==> src/rtl/mem_arbiter.sv <==
// mem_arbiter: arbitrates a data-cache port and an instruction-cache port onto one line-wide data memory.
// Define MEM_ARBITER_RR_EN for round-robin tie-breaking; default build uses fixed priority (port 0 wins).
module mem_arbiter #(
  parameter int ADDR_W = 32,
  parameter int DATA_W = 256
) (
  input  logic              clk_i,
  input  logic              rst_i,
  input  logic              p0_enable_i,
  input  logic              p0_write_i,
  input  logic [ADDR_W-1:0] p0_addr_i,
  input  logic [DATA_W-1:0] p0_data_i,
  output logic              p0_ack_o,
  output logic [DATA_W-1:0] p0_data_o,
  input  logic              p1_enable_i,
  input  logic              p1_write_i,
  input  logic [ADDR_W-1:0] p1_addr_i,
  input  logic [DATA_W-1:0] p1_data_i,
  output logic              p1_ack_o,
  output logic [DATA_W-1:0] p1_data_o,
  output logic              mem_enable_o,
  output logic              mem_write_o,
  output logic [ADDR_W-1:0] mem_addr_o,
  output logic [DATA_W-1:0] mem_data_o,
  input  logic              mem_ack_i,
  input  logic [DATA_W-1:0] mem_data_i,
  output logic              busy_o,
  output logic [1:0]        grant_o
);

  typedef enum logic [1:0] {IDLE, BUSY, RESP, GAP} state_t;

  state_t              state_reg;
  logic                owner_reg;
  logic [DATA_W-1:0]   rdata_reg;
  logic                p0_ack_reg;
  logic                p1_ack_reg;
  logic [1:0]          grant_reg;
  logic                busy_reg;
  logic                mem_enable_reg;
  logic                mem_write_reg;
  logic [ADDR_W-1:0]   mem_addr_reg;
  logic [DATA_W-1:0]   mem_data_reg;

  logic any_req;
  logic winner;   // 0 = port 0, 1 = port 1; only meaningful when any_req

  assign any_req = p0_enable_i | p1_enable_i;

`ifdef MEM_ARBITER_RR_EN
  logic last_reg;

  always_comb begin
    winner = p1_enable_i;
    if (p0_enable_i && p1_enable_i)
      winner = ~last_reg;
  end

  // Pointer resets to port 1 so that port 0 is served first after reset.
  always_ff @(posedge clk_i or negedge rst_i) begin
    if (!rst_i)
      last_reg <= 1'b1;
    else if (state_reg == IDLE && any_req)
      last_reg <= winner;
  end
`else
  assign winner = ~p0_enable_i;
`endif

  always_ff @(posedge clk_i or negedge rst_i) begin
    if (!rst_i) begin
      state_reg      <= IDLE;
      owner_reg      <= 1'b0;
      rdata_reg      <= '0;
      p0_ack_reg     <= 1'b0;
      p1_ack_reg     <= 1'b0;
      grant_reg      <= 2'b00;
      busy_reg       <= 1'b0;
      mem_enable_reg <= 1'b0;
      mem_write_reg  <= 1'b0;
      mem_addr_reg   <= '0;
      mem_data_reg   <= '0;
    end else begin
      p0_ack_reg <= 1'b0;
      p1_ack_reg <= 1'b0;
      case (state_reg)
        IDLE: begin
          if (any_req) begin
            state_reg      <= BUSY;
            busy_reg       <= 1'b1;
            owner_reg      <= winner;
            grant_reg      <= winner ? 2'b10 : 2'b01;
            mem_enable_reg <= 1'b1;
            mem_write_reg  <= winner ? p1_write_i : p0_write_i;
            mem_addr_reg   <= winner ? p1_addr_i  : p0_addr_i;
            mem_data_reg   <= winner ? p1_data_i  : p0_data_i;
          end
        end
        BUSY: begin
          // Request lines are deliberately not looked at here; the latched copy drives memory.
          if (mem_ack_i) begin
            state_reg      <= RESP;
            mem_enable_reg <= 1'b0;
            p0_ack_reg     <= ~owner_reg;
            p1_ack_reg     <= owner_reg;
            if (!mem_write_reg)
              rdata_reg <= mem_data_i;
          end
        end
        RESP: begin
          state_reg <= GAP;
          grant_reg <= 2'b00;
        end
        GAP: begin
          // One dead cycle so the served port can drop its enable before re-arbitration.
          state_reg <= IDLE;
          busy_reg  <= 1'b0;
        end
        default: begin
          state_reg <= IDLE;
          busy_reg  <= 1'b0;
        end
      endcase
    end
  end

  assign p0_ack_o     = p0_ack_reg;
  assign p1_ack_o     = p1_ack_reg;
  assign p0_data_o    = rdata_reg;
  assign p1_data_o    = rdata_reg;
  assign mem_enable_o = mem_enable_reg;
  assign mem_write_o  = mem_write_reg;
  assign mem_addr_o   = mem_addr_reg;
  assign mem_data_o   = mem_data_reg;
  assign busy_o       = busy_reg;
  assign grant_o      = grant_reg;

endmodule

==> config.mk <==
export PLATFORM = sky130hd
export DESIGN_NAME = mem_arbiter
export DESIGN_NICKNAME = d
export VERILOG_FILES = /design/src/rtl/mem_arbiter.sv
export SDC_FILE = /design/constraint.sdc
export NUM_CORES = 1
export LEC_CHECK = 0
export BUFFER_PORTS_ARGS = -buffer_cell sky130_fd_sc_hd__buf_4
export CAP_MARGIN = 30
export CELL_PAD_IN_SITES_DETAIL_PLACEMENT = 1
export CELL_PAD_IN_SITES_GLOBAL_PLACEMENT = 1
export CORE_AREA = 2 2 643 645
export CTS_CLUSTER_DIAMETER = 150
export DETAILED_ROUTE_END_ITERATION = 10
export DIE_AREA = 0 0 645 647
export GPL_TIMING_DRIVEN = 0
export PLACE_DENSITY_LB_ADDON = 0.1
export SYNTH_ARGS = -nofsm -noshare
export SYNTH_HDL_FRONTEND = slang
export SYNTH_SLANG_ARGS = --single-unit
==> constraint.sdc <==
create_clock -name clk_i -period 1.89 [get_ports clk_i]
set_input_delay 0.378 -clock clk_i [delete_from_list [all_inputs] [get_ports clk_i]]
set_output_delay 0.378 -clock clk_i [all_outputs]
set_load 0.03 [all_outputs]
==> impl_metrics.env, run 1 <==
export IMPL_status="finished, violations left"
export IMPL_violations="negative setup slack"
export IMPL_max_slew_margin_pct=34.7
export IMPL_avgSynthCellArea_um2=12.5
export IMPL_synth_edff_count=0
export IMPL_num_vias=27208
export IMPL_gp_congestion=0.835
export IMPL_hold_viol=0
export IMPL_clockBufferDepth=4
export IMPL_rsz0062_at_grt="true"
export IMPL_die_h_um=647
export IMPL_area_growth_syn_to_layout_pct=142
export IMPL_required_ns=1.51
export IMPL_avgViaCountPerCell=2.61
export IMPL_critical_path_class="reg -> out"
export IMPL_path_clk_slew_ns=0.06
export IMPL_slowest_stage="dfrtp_4"
export IMPL_power_density_mw_per_mm2=1780
export IMPL_design_portCount=1646
export IMPL_grt_pass1_vias=30795
export IMPL_crit_path_frequent_cell="buf_6"
export IMPL_worstSkewPairLatency_ns=0.82
export IMPL_period_needed_ns=2.08
export IMPL_drc=0
export IMPL_final_cells=10420
export IMPL_highest_layer="met5"
export IMPL_cp_start_kind="flop"
export IMPL_yosysSeqAreaShare_pct=52.8
export IMPL_fillers=47285
export IMPL_wl_met2_um=135000
export IMPL_async_flop_share_pct=100
export IMPL_layout_nets=5689
export IMPL_max_vdd_ir_drop_v=0.000752
export IMPL_finalCritPeriodShare_pct=110
export IMPL_portBuffers=1644
export IMPL_coreArea_mm2=0.411
export IMPL_setup_viol=329
export IMPL_placedCellCount=9226
export IMPL_start_util_pct=6.39
export IMPL_h_tree_depth=3
export IMPL_crit_path_start="p0_data_o[227]$_DFFE_PN0P_"
export IMPL_wirelength_um=244000
export IMPL_layout_commonest_cell="buf_4"
export IMPL_post_drt_wl_per_cell_um=23.4
export IMPL_grt_overflow=0
export IMPL_detail_route_antenna_nets=0
export IMPL_max_freq_mhz=481
export IMPL_grt_start_max_net_pins=90
export IMPL_cap_violations=0
export IMPL_reg2reg_from="state_reg[1]$_DFFE_PN0P_"
export IMPL_hp_class="in -> async"
export IMPL_synth_seq_cells=554
export IMPL_fin_skew_ns=0.0680
export IMPL_tns_ns=-15.18
export IMPL_crit_buf_inv=2
export IMPL_setup_slack_ns=-0.189
export IMPL_path_max_fanout=3
export IMPL_crit_chain="buf_6, buf_6"
export IMPL_final_cell_mix="1,235 x buf_4, 832 x dlygate4sd3_1, 734 x buf_6, 373 x dfrtp_1, 292 x nand2_1"
export IMPL_firstDrtPassIters=4
export IMPL_r2r_slack_ns=-0.12
export IMPL_syn_inst=2097
export IMPL_drive_above_1_share_pct=56.7
export IMPL_drt_iter0_markers=831
export IMPL_grt_util_all_layers_pct=11.2
export IMPL_worstSetupEndpointType="output port"
export IMPL_ctsRootBufferMaster="clkbuf_16"
export IMPL_place_ws_ns=-1.46
export IMPL_dr_wl_met3_um=14800
export IMPL_hpwl_um=199000
export IMPL_cts_made_buffers=95
export IMPL_crit_family="flip-flops"
export IMPL_dieArea_mm2=0.417
export IMPL_dieWidth_um=645
export IMPL_finalPower_uw=113000
export IMPL_tightest_slew_ns=0.976
export IMPL_slew_viol_final=0
export IMPL_crit_cells=2
export IMPL_grt_antenna_before_repair=76
export IMPL_wl_met1_um=86700
export IMPL_ys_flop_type="dfrtp_1"
export IMPL_r2r_end="p0_data_o[34]$_DFFE_PN0P_"
export IMPL_critPathArrivalTime_ns=1.70
export IMPL_grt_pass1_wl_um=311000
export IMPL_cts_tree="built"
export IMPL_synth_warning_count=0
export IMPL_regArea_mm2=0.0141
export IMPL_synth_cell_types=24
export IMPL_rr_worst_depth=9
export IMPL_clock_sinks=554
export IMPL_max_stage_delay_ns=0.57
export IMPL_netlist_area_mm2=0.0263
export IMPL_p_leak_uw=0.0293
export IMPL_synthesis_nets=2942
export IMPL_multi_input_area_mm2=0.00950
export IMPL_rows=236
==> logic make-up after synthesis <==
| kind of cell | after synthesis | synth area share [%] |
|---|---|---|
| flip-flops | 554 | 52.8 |
| multiplexers | 549 | 25.6 |
| AO/OA/AOI/OAI | 299 | 5.76 |
| buffers and inverters | 388 | 11.2 |
| AND/OR/NAND/NOR | 301 | 4.33 |
| adder cells (fa/ha/maj) | 6 | 0.286 |
==> layer usage <==
layer / track usage [%] / vias to the layer above
met2: 22.0 / 965
met4: 3.21 / 38
met3: 2.97 / 274
met5: 0 / -
met1: 11.5 / 13430
li1: - / 12501
==> per-stage QoR <==
| stage | cell area, um^2 | utilization [%] | hold slack, ns |
|---|---|---|---|
| 2_1_floorplan | 26300 | - | 0.0824 |
| 3_3_place_gp | 45400 | 11.1 | 0.467 |
| 3_5_place_dp | 45700 | 11.1 | 0.267 |
| 4_1_cts | 63400 | 15.4 | -0.124 |
| 5_1_grt | 63400 | 15.4 | -0.00308 |
| 6_report | 63400 | 15.4 | 0.0437 |
==> cell type report <==
class	instances	share of cell area, %
Antenna cell	33	0.130
Clock inverter	23	0.375
Buffer	343	6.18
Clock buffer	143	4.42
Inverter	6	0.0355
Multi-Input combinational cell	1155	15.0
Sequential cell	554	22.2
Tap cell	5474	10.8
Timing Repair Buffer	2689	40.8
==> tightest hold or removal path: stages <==
cell and delay (ns):
buf_8 0.08, buf_12 0.09, buf_12 0.09, buf_12 0.08
buf_12 0.12, buf_16 0.15, buf_16 0.23
==> report_power, final <==
part,switching [uW],internal (uW)
sequential,7750,18200
clock,7280,10600
combinational,36400,32500
total,51400,61200
==> cells in the mapped netlist (all sizes together), types with 5 or more instances <==
library cell	n	area, um^2
mux2i	292	2920
o21ai	294	1480
ha	6	75.1
nor2	5	18.8
nand2	293	1100
clkbuf	29	109
dfrtp	554	13900
buf	353	2820
inv	6	22.5
mux2	257	3790
==> how the worst max path moves through the flow <==
stage                                        endpoint  slack [ns]
after floorplan              p0_data_o[0]$_DFFE_PN0P_        0.11
after global placement     mem_data_o[43]$_DFFE_PN0P_       -8.30
after detailed placement  mem_data_o[179]$_DFFE_PN0P_       -1.46
after CTS                              p1_data_o[227]       -0.34
after global routing                   p1_data_o[227]       -0.28
final                                  p1_data_o[227]       -0.19
==> repair_timing <==
item | 4_1_cts | 5_1_grt
resized for setup | 1232 | 84
pin swaps | 2 | 2
setup buffers | 142 | 23
endpoints found under the setup margin | 1073 | 919
cloned | 35 | 2
hold buffers | 837 | 5
hold endpoints to repair | 742 | 54
No activity file was read; power rests on OpenSTA's default activity.
==> run 2, diff against run 1 <==
- CORE_AREA: 2 2 643 645 -> 2 2 633 635
- DIE_AREA: 0 0 645 647 -> 0 0 635 637
==> run 2 against run 1 <==
- the run ends with negative hold slack, negative setup slack left
- critical path type is now reg -> reg
- register-to-register slack worse by 0.09 ns
- largest cell class unchanged
- global-route usage up 0.51 points
- cell area decreased by 0.51%
==> impl_metrics.env, run 2 (same netlist as run 1, synthesis figures left out) <==
export IMPL_r2r_slack_ns=-0.21
export IMPL_drive_above_1_share_pct=56.3
export IMPL_finalCritPeriodShare_pct=111
export IMPL_critical_path_class="reg -> reg"
export IMPL_layout_nets=5709
export IMPL_rr_worst_depth=9
export IMPL_design_portCount=1646
export IMPL_portBuffers=1644
export IMPL_post_drt_wl_per_cell_um=24.2
export IMPL_power_density_mw_per_mm2=1790
export IMPL_required_ns=2.58
export IMPL_cts_tree="built"
export IMPL_hold_viol=63
export IMPL_r2r_end="p0_data_o[133]$_DFFE_PN0P_"
export IMPL_max_freq_mhz=476
export IMPL_fin_skew_ns=0.0688
export IMPL_p_leak_uw=0.0295
export IMPL_rsz0062_at_grt="true"
export IMPL_drt_iter0_markers=697
export IMPL_setup_slack_ns=-0.212
export IMPL_grt_start_max_net_pins=89
export IMPL_slew_viol_final=0
export IMPL_gp_congestion=0.920
export IMPL_start_util_pct=6.60
export IMPL_grt_pass1_vias=30487
export IMPL_cts_made_buffers=97
export IMPL_drc=0
export IMPL_dieArea_mm2=0.404
export IMPL_grt_antenna_before_repair=81
export IMPL_detail_route_antenna_nets=0
export IMPL_coreArea_mm2=0.398
export IMPL_tightest_slew_ns=0.743
export IMPL_setup_viol=405
export IMPL_num_vias=27469
export IMPL_path_clk_slew_ns=0.06
export IMPL_ctsRootBufferMaster="clkbuf_16"
export IMPL_clockBufferDepth=4
export IMPL_dieWidth_um=635
export IMPL_grt_overflow=0
export IMPL_clock_sinks=554
export IMPL_h_tree_depth=3
export IMPL_firstDrtPassIters=4
export IMPL_hpwl_um=201000
export IMPL_hp_class="in -> async"
export IMPL_worstSkewPairLatency_ns=0.80
export IMPL_final_cell_mix="1,358 x buf_4, 835 x dlygate4sd3_1, 634 x buf_6, 409 x dfrtp_1, 292 x nand2_1"
export IMPL_violations="negative hold slack, negative setup slack"
export IMPL_grt_pass1_wl_um=315000
export IMPL_grt_util_all_layers_pct=11.7
export IMPL_critPathArrivalTime_ns=2.79
export IMPL_period_needed_ns=2.10
export IMPL_max_slew_margin_pct=50.5
export IMPL_hold_slack_ns=-0.0961
export IMPL_worstSetupEndpointType="flop"
export IMPL_final_area_mm2=0.0631
export IMPL_rows=232
export IMPL_cap_violations=0
export IMPL_max_vdd_ir_drop_v=0.000648
export IMPL_wirelength_um=248000
export IMPL_place_area_mm2=0.0454
export IMPL_avgViaCountPerCell=2.68
export IMPL_reg2reg_from="state_reg[1]$_DFFE_PN0P_"
export IMPL_die_h_um=637
export IMPL_cp_start_kind="flop"
export IMPL_path_max_fanout=5
export IMPL_final_util_pct=15.9
export IMPL_layout_commonest_cell="buf_4"
export IMPL_area_growth_syn_to_layout_pct=140
export IMPL_status="finished, violations left"
run 2: stage by stage:
step	std cells	setup WS [ns]	TNS [ns]	total power, uW
2_1_floorplan	2097	0.112	0	52900
3_3_place_gp	9006	-8.40	-4881.42	82700
3_5_place_dp	9018	-1.48	-490.36	82800
4_1_cts	10075	-0.294	-148.80	108000
5_1_grt	10220	-0.303	-79.43	119000
6_report	10232	-0.212	-25.71	113000
run 2: final cells by class:
cell class              instances  area, um^2
well taps                    5265        6590
clock inverters                27         273
clock buffers                 144        2860
multi-input cells            1155        9540
diodes                         31        77.6
fillers                     45658      335000
inverters                       6        22.5
flip-flops and latches        554       14000
plain buffers                 355        4110
repair buffers               2695       25600
run 2: where the power goes:
group          internal [uW]  leakage [uW]  switching, uW
clock network          10900       0.00154           7440
registers              18100       0.00661           7230
logic                  32300        0.0213          36900
total                  61300        0.0295          51600
run 2: how the worst max path moves through the flow:
stage          cells after the start                        from                     endpoint
2_1_floorplan                      8    state_reg[1]$_DFFE_PN0P_     p0_data_o[0]$_DFFE_PN0P_
3_3_place_gp                       1                       rst_i   mem_data_o[76]$_DFFE_PN0P_
3_5_place_dp                       5                 p0_enable_i  mem_data_o[130]$_DFFE_PN0P_
4_1_cts                            2  p0_data_o[248]$_DFFE_PN0P_               p1_data_o[248]
5_1_grt                            9    state_reg[1]$_DFFE_PN0P_   p0_data_o[133]$_DFFE_PN0P_
6_report                           9    state_reg[1]$_DFFE_PN0P_   p0_data_o[133]$_DFFE_PN0P_
run 2: critical path, cell delays in order, from the launching register on:
cell and delay (ns):
dfrtp_1 0.39, inv_2 0.09, ha_4 0.15, nand2_4 0.05
or2_4 0.32, buf_12 0.20, buf_12 0.13, clkbuf_16 0.16
buf_16 0.15, mux2_4 0.29
run 2: what timing repair did:
action | CTS | global route
endpoints found under the setup margin | 1068 | 1053
gates cloned | 26 | 14
hold buffers | 841 | 2
setup buffers | 23 | 136
gates resized for setup | 295 | 898
hold endpoints to repair | 736 | 124
pin swaps | 2 | 2
run 2: metal layers:
metal	GRT usage, %	wire [um]	vias to the layer above
met1	11.8	87200	13627
met2	23.3	138000	1016
li1	-	-	12537
met4	3.25	7940	22
met5	0	134	-
met3	3.14	14500	267
==> run 3, diff against run 2 <==
- MAX_ROUTING_LAYER: default -> met4
==> run 3 against run 2 <==
- the flow still finishes with violations (negative hold slack, negative setup slack)
- sequential cell count unchanged
- count of clock-buffer cells in the layout did not move
- final cell count up 0.18%
- non-clock buffer count up 3
- combinational power barely moved
- worst hold slack worse by 0.0080 ns
- largest power group unchanged
==> impl_metrics.env, run 3 (same netlist as run 1, synthesis figures left out) <==
export IMPL_tns_ns=-26.36
export IMPL_ctsRootBufferMaster="clkbuf_16"
export IMPL_hold_slack_ns=-0.104
export IMPL_grt_antenna_before_repair=94
export IMPL_hp_class="in -> async"
export IMPL_critPathArrivalTime_ns=2.78
export IMPL_status="finished, violations left"
export IMPL_max_vdd_ir_drop_v=0.000643
export IMPL_setup_slack_ns=-0.177
export IMPL_wirelength_um=249000
export IMPL_regArea_mm2=0.0140
export IMPL_rows=232
export IMPL_slowest_stage="dfrtp_1"
export IMPL_period_needed_ns=2.07
export IMPL_path_max_fanout=5
export IMPL_reg2reg_from="state_reg[1]$_DFFE_PN0P_"
export IMPL_clockBufferDepth=4
export IMPL_hold_viol=70
export IMPL_post_drt_wl_per_cell_um=24.3
export IMPL_layout_nets=5712
export IMPL_design_portCount=1646
export IMPL_required_ns=2.60
export IMPL_cp_start_kind="flop"
export IMPL_grt_start_max_net_pins=89
export IMPL_slew_viol_final=0
export IMPL_rr_worst_depth=9
export IMPL_h_tree_depth=3
export IMPL_num_vias=27607
export IMPL_cts_made_buffers=97
export IMPL_multi_input_area_mm2=0.00957
export IMPL_drt_iter0_markers=748
export IMPL_max_freq_mhz=484
export IMPL_fillers=45670
export IMPL_violations="negative hold slack, negative setup slack"
export IMPL_start_util_pct=6.60
export IMPL_final_cell_mix="1,361 x buf_4, 835 x dlygate4sd3_1, 627 x buf_6, 408 x dfrtp_1, 291 x mux2i_1"
export IMPL_drive_above_1_share_pct=56.5
export IMPL_grt_pass1_vias=30595
export IMPL_dieArea_mm2=0.404
export IMPL_power_density_mw_per_mm2=1790
export IMPL_avgViaCountPerCell=2.69
export IMPL_coreArea_mm2=0.398
export IMPL_detail_route_antenna_nets=0
export IMPL_place_ws_ns=-1.48
export IMPL_cap_violations=0
export IMPL_fin_skew_ns=0.0668
export IMPL_grt_pass1_wl_um=315000
export IMPL_hpwl_um=201000
export IMPL_drc=0
export IMPL_cts_tree="built"
export IMPL_gp_congestion=0.936
export IMPL_r2r_end="p0_data_o[154]$_DFFE_PN0P_"
export IMPL_crit_chain="inv_2, ha_4, nand2_4, or2_4, buf_12, buf_16, buf_12, buf_16, mux2_4"
export IMPL_firstDrtPassIters=5
export IMPL_p_leak_uw=0.0295
export IMPL_dieWidth_um=635
export IMPL_max_slew_margin_pct=51.3
export IMPL_worstSkewPairLatency_ns=0.80
export IMPL_portBuffers=1644
export IMPL_setup_viol=400
export IMPL_grt_util_all_layers_pct=12.1
export IMPL_critical_path_class="reg -> reg"
export IMPL_tightest_slew_ns=0.731
export IMPL_finalPower_uw=113000
export IMPL_worstSetupEndpointType="flop"
export IMPL_finalCritPeriodShare_pct=109
export IMPL_layout_commonest_cell="buf_4"
export IMPL_die_h_um=637
export IMPL_r2r_slack_ns=-0.18
export IMPL_clock_sinks=554
export IMPL_area_growth_syn_to_layout_pct=141
export IMPL_rsz0062_at_grt="true"
export IMPL_grt_overflow=0
export IMPL_path_clk_slew_ns=0.06
export IMPL_max_stage_delay_ns=0.39
export IMPL_crit_buf_inv=5
export IMPL_crit_family="buffers and inverters"
-- run 3: repair_timing --
action                                   CTS  global route
resized for setup                        295           900
gates cloned                              26            20
endpoints found under the setup margin  1068          1051
buffers inserted                          23           136
pin swaps                                  2             9
hold endpoints to repair                 736           122
hold buffers                             841             2
-- run 3: power by group --
| part | switching, uW | total, uW | internal [uW] |
|---|---|---|---|
| sequential | 7250 | 25300 | 18100 |
| combinational | 37100 | 69500 | 32400 |
| clock | 7460 | 18400 | 10900 |
| total | 51800 | 113000 | 61400 |
-- run 3: routing by layer --
metal / wire length, um / GRT usage (%) / vias to the layer above
met2: 139000 / 23.2 / 1047
li1: - / - / 12581
met4: 7560 / 3.25 / 0
met3: 14200 / 2.93 / 270
met1: 88100 / 11.9 / 13709
met5: 0 / - / -
-- run 3: how the worst max path moves through the flow --
stage,cells past startpoint,slack [ns],endpoint,from
after CTS,2,-0.29,p1_data_o[248],p0_data_o[248]$_DFFE_PN0P_
after global placement,1,-8.40,mem_data_o[76]$_DFFE_PN0P_,rst_i
after detailed placement,5,-1.48,mem_data_o[130]$_DFFE_PN0P_,p0_enable_i
final,9,-0.18,p0_data_o[154]$_DFFE_PN0P_,state_reg[1]$_DFFE_PN0P_
after global routing,9,-0.28,p0_data_o[156]$_DFFE_PN0P_,state_reg[1]$_DFFE_PN0P_
after floorplan,8,0.11,p0_data_o[0]$_DFFE_PN0P_,state_reg[1]$_DFFE_PN0P_
-- run 3: final cells by class --
| cell class | instances | area share [%] |
|---|---|---|
| plain buffers | 352 | 6.40 |
| diodes | 46 | 0.182 |
| clock buffers | 144 | 4.52 |
| well taps | 5265 | 10.4 |
| inverters | 6 | 0.0396 |
| repair buffers | 2701 | 40.7 |
| multi-input cells | 1155 | 15.1 |
| flip-flops and latches | 554 | 22.2 |
| clock inverters | 27 | 0.431 |
-- run 3: metrics by stage --
stage,util (%),area [um^2],std cells,hold WS (ns)
6_report,15.9,63200,10250,-0.104
5_1_grt,15.9,63200,10246,-0.128
2_1_floorplan,-,26300,2097,0.0824
3_3_place_gp,11.4,45200,9006,0.468
4_1_cts,14.8,58900,10075,-0.159
3_5_place_dp,11.4,45400,9018,0.330
-- run 3: tightest hold or removal path: stages --
cell and delay [ns]:
buf_8 0.09, buf_16 0.10, buf_16 0.09, buf_16 0.12, buf_16 0.36
